<file path="src/rtl/hd_pkg.sv">
// Shared parameters and types for the hyperdimensional encoding lanes.
// Sum width is sized so an N_SIZE-term signed dot product never overflows.
package hd_pkg;
  localparam int N_SIZE    = 32;
  localparam int FTWIDTH   = 8;
  localparam int DIM_WIDTH = 16;
  localparam int SUM_WIDTH = FTWIDTH + 1 + $clog2(N_SIZE);

  typedef logic        [FTWIDTH-1:0]   feature_t;
  typedef logic signed [DIM_WIDTH-1:0] dim_t;
endpackage

</file>
<file path="src/rtl/signed_adder_tree.sv">
// Balanced binary tree summing N signed IN_W-bit terms into OUT_W bits.
// Purely combinational; no flow control.
module signed_adder_tree #(
  parameter int N     = 32,
  parameter int IN_W  = 9,
  parameter int OUT_W = 14
) (
  input  logic [N-1:0][IN_W-1:0] terms,
  output logic [OUT_W-1:0]       sum
);
  localparam int LEVELS = $clog2(N);
  localparam int P      = 1 << LEVELS;

  // Heap layout: node i has children 2i+1 and 2i+2; leaves sit at P-1 .. 2P-2.
  logic signed [OUT_W-1:0] node [2*P-1];

  for (genvar i = 0; i < P; i++) begin : g_leaf
    if (i < N) begin : g_term
      logic signed [IN_W-1:0] t;
      assign t           = terms[i];
      assign node[P-1+i] = OUT_W'(t);
    end else begin : g_pad
      assign node[P-1+i] = '0;
    end
  end

  for (genvar i = 0; i < P-1; i++) begin : g_add
    assign node[i] = node[2*i+1] + node[2*i+2];
  end

  assign sum = node[0];
endmodule

</file>
<file path="src/rtl/mux_accumulator_32.sv">
// One HD encoding lane: out <= prev_result + sum(+/-features by projection bit).
// One-cycle latency, accumulates every cycle; no backpressure, no enable.
module mux_accumulator_32
  import hd_pkg::*;
#(
  parameter int N_SIZE    = hd_pkg::N_SIZE,
  parameter int FTWIDTH   = hd_pkg::FTWIDTH,
  parameter int DIM_WIDTH = hd_pkg::DIM_WIDTH
) (
  input  logic                            clk,
  input  logic                            reset,
  input  logic [N_SIZE-1:0][FTWIDTH-1:0]  features,
  input  logic [N_SIZE-1:0]               projections,
  input  logic [DIM_WIDTH-1:0]            prev_result,
  output logic [DIM_WIDTH-1:0]            out
);
  localparam int SUM_W = FTWIDTH + 1 + $clog2(N_SIZE);

  logic [N_SIZE-1:0][FTWIDTH:0] terms;
  logic [SUM_W-1:0]             sum;
  logic signed [SUM_W-1:0]      sum_s;
  logic [DIM_WIDTH-1:0]         next;

  for (genvar j = 0; j < N_SIZE; j++) begin : g_sign
    logic [FTWIDTH:0] mag;
    assign mag      = {1'b0, features[j]};
    assign terms[j] = projections[j] ? mag : ((FTWIDTH+1)'(0) - mag);
  end

  signed_adder_tree #(
    .N     (N_SIZE),
    .IN_W  (FTWIDTH + 1),
    .OUT_W (SUM_W)
  ) u_tree (
    .terms (terms),
    .sum   (sum)
  );

  // Size cast sign-extends or truncates the sum to the accumulator width.
  assign sum_s = sum;
  assign next  = prev_result + DIM_WIDTH'(sum_s);

  always_ff @(posedge clk or negedge reset) begin
    if (!reset) out <= '0;
    else        out <= next;
  end
endmodule

</file>
<file path="config.mk">
export PLATFORM = sky130hd
export DESIGN_NAME = mux_accumulator_32
export DESIGN_NICKNAME = d
export VERILOG_FILES = /design/src/rtl/hd_pkg.sv /design/src/rtl/signed_adder_tree.sv /design/src/rtl/mux_accumulator_32.sv
export SDC_FILE = /design/constraint.sdc
export NUM_CORES = 1
export LEC_CHECK = 0
export ABC_AREA = 1
export CORE_ASPECT_RATIO = 0.8
export CORE_MARGIN = 1
export CORE_UTILIZATION = 30
export CTS_CLUSTER_SIZE = 10
export DETAILED_ROUTE_END_ITERATION = 10
export SLEW_MARGIN = 20
export SYNTH_ARGS = -nofsm -noshare
export SYNTH_HDL_FRONTEND = slang
export SYNTH_HIERARCHICAL = 1
export SYNTH_SLANG_ARGS = --single-unit
</file>
<file path="constraint.sdc">
create_clock -name clk -period 0.8 [get_ports clk]
set_input_delay 0.12 -clock clk [delete_from_list [all_inputs] [get_ports clk]]
set_output_delay 0.12 -clock clk [all_outputs]
set_load 0.01 [all_outputs]
</file>
==> results.json <==
{
  "h-tree-depth": 1,
  "synthArstFlopShare_pct": 100,
  "drcViolationCount": 0,
  "ys_ff_latch": 16,
  "cts_max_path_buffers": 2,
  "final_max_slew_viol_count": 0,
  "cts-root-buf": "clkbuf_16",
  "cts_inserted_buffers": 3,
  "fin_crit_ps": 6820,
  "grt_pass1_vias": 21600,
  "end_kind": "flip-flop",
  "antenna_found_initial": 2,
  "cts-hold-fix-buffers": 0,
  "ant_nets": 0,
  "synth_cell_types": 29,
  "hold_viol_final": 0,
  "multi_input_area_um2": 19600,
  "worstPathRequired_ps": 940,
  "wl_per_cell_um": 13.6,
  "clk_pin_slew_worst_paths_ps": 50,
  "largest_reg_flops": 16,
  "max_stage_delay_ps": 600,
  "crit_start": "features[16]",
  "design.core.area_um2": 58800,
  "status": "finished with violations",
  "grt_use_total_pct": 20.4,
  "path_class": "input port to flip-flop",
  "max_freq_mhz": 147,
  "finalWeightedCongestion": 0.879,
  "crit_family": "adder cells",
  "final_area_um2": 33000,
  "dpl_cell_area_um2": 27600,
  "ios": 322,
  "critical_path_arrival_ps": 6960,
  "dp_hpwl_um": 52500,
  "synth_cells": 2895,
  "rows": 79,
  "cts_tree": "yes",
  "slew_headroom_pct": 71.7,
  "syn_area_per_cell_um2": 6.23,
  "port_buffers": 321,
  "grt_start_max_net_pins": 17,
  "dieArea_um2": 61100,
  "tightestPinTransition_ps": 419,
  "layout-drive-gt1-share_pct": 49.2,
  "register_area_um2": 400,
  "final_nets": 4669,
  "grt_overflow": 0,
  "cpMaxStageDelayCell": "fa_2",
  "hp-class": "input port to asynchronous set/reset pin",
  "nFillCells": 5441,
  "yosysSeqAreaShare_pct": 2.22,
  "drt_wl_total_um": 64800,
  "start_util_pct": 30.7,
  "first_iter_violations": 835,
  "reg.largest.list": "out (16)",
  "fp.dieW_um": 276,
  "ys.flop_type": "dfrtp_1",
  "worst-path-max-fanout": 4,
  "numClockSinks": 16,
  "netlist_area_um2": 18000,
  "final_min_period_over_clock_period_pct": 853,
  "die_h_um": 221,
  "rsz0062_at_grt": "true",
  "dp_slack_ps": -6830,
  "cpMostUsedCell": "nand2_1",
  "fin_setup_tns_ps": -85370,
  "yosys_warnings": 6,
  "grt_pass1_wl_um": 104000,
  "syn_to_final_growth_pct": 83.1,
  "setup_viol": 32,
  "synth_edf_count": 0,
  "setup_ws_ps": -6020,
  "vias": 21200,
  "path_buf_inv": 7,
  "vias_per_cell": 4.46,
  "first_pass_iters": 5,
  "violations": "negative setup slack",
  "max-cap-violations": 0,
  "synthesis.nets": 3576,
  "regMostFlops": "out",
  "startpoint_type": "input port"
}
-- layer usage --
metal  vias up  share of wire (%)  global-route usage, %
met5         -              0.020                      0
li1      11000                  -                      -
met2       309                 50                   37.2
met3        49                2.6                   1.16
met1      9828                 46                   27.1
met4         2                1.1                   1.89
-- cell usage after synthesis (all sizes together), types with 17 or more instances --
cell type,n,area [µm²]
nor2,187,707
o22ai,24,150
nand4,28,175
inv,723,2710
o21bai,19,143
ha,210,2630
fa,165,3300
xnor2,73,639
nor3,17,100
a31oi,24,150
xor2,192,1680
nand3,199,996
nand2,758,2870
o21ai,131,686
a21oi,112,564
-- cell families (layout without fill, tap and decap cells) --
kind of cell,Yosys count,in the layout,synth area share [%]
fa+ha+maj,375,375,32.9
simple gates,1196,1196,27.2
buf+inv,723,1814,15.1
compound gates,320,320,9.81
flops,16,16,2.22
other cells,0,1,0
xor+xnor,265,265,12.9
-- final cells by class --
cell class	instances	area share (%)
antenna	1	0.00758
timing repair inverter	5	0.114
tap	769	2.91
sequential	16	1.21
timing repair buffer	1083	27.1
multi-input combinational	2156	59.5
clock buffer	3	0.227
inverter	723	8.91
-- per-stage QoR --
step,hold slack (ps),utilization (%),std cells
detailed placement,471,46.9,4554
floorplan,-176,-,2895
finish,205,56.1,4756
global placement,468,46.9,4554
CTS,206,53.0,4693
global route,224,56.1,4756
-- what timing repair did --
| action | CTS | global route |
|---|---|---|
| resized for setup | 1384 | 387 |
| pin swaps | 629 | 307 |
| endpoints found under the setup margin | 32 | 32 |
| setup buffers | 148 | 69 |
| endpoints found under the hold margin | 0 | 0 |
| gates cloned | 5 | 0 |
-- layout by cell type, fill, tap and decap left out, drive strengths merged --
cell | Yosys | final
clkinv | 0 | 2
dlymetal6s2s | 0 | 24
nand4 | 28 | 28
nand3 | 199 | 199
clkinvlp | 0 | 6
diode | 0 | 1
clkbuf | 0 | 16
dfrtp | 16 | 16
nand3b | 3 | 3
ha | 210 | 210
fa | 165 | 165
xor2 | 192 | 192
nor3 | 17 | 17
clkdlybuf4s50 | 0 | 78
and2 | 1 | 1
dlygate4sd2 | 0 | 101
nand2 | 758 | 758
buf | 0 | 842
a31oi | 24 | 24
clkdlybuf4s15 | 0 | 25
o21ai | 131 | 131
a21o | 4 | 4
inv | 723 | 720
a21oi | 112 | 112
nor2 | 187 | 187
o21a | 6 | 6
o21bai | 19 | 19
xnor2 | 73 | 73
o22ai | 24 | 24
or2 | 3 | 3
-- final timing paths --
| kind | end | slack, ps | cells past startpoint |
|---|---|---|---|
| worst max-delay path | out[14] | -6020 | 43 |
| worst min-delay path | out[15] | 200 | 2 |
| max in group asynchronous | out[8] | 470 | 2 |
| min in group clk | out[0] | 540 | 2 |
Power is not shown: default switching activity piles up to over one toggle a cycle in this logic, so the estimate is an artifact.
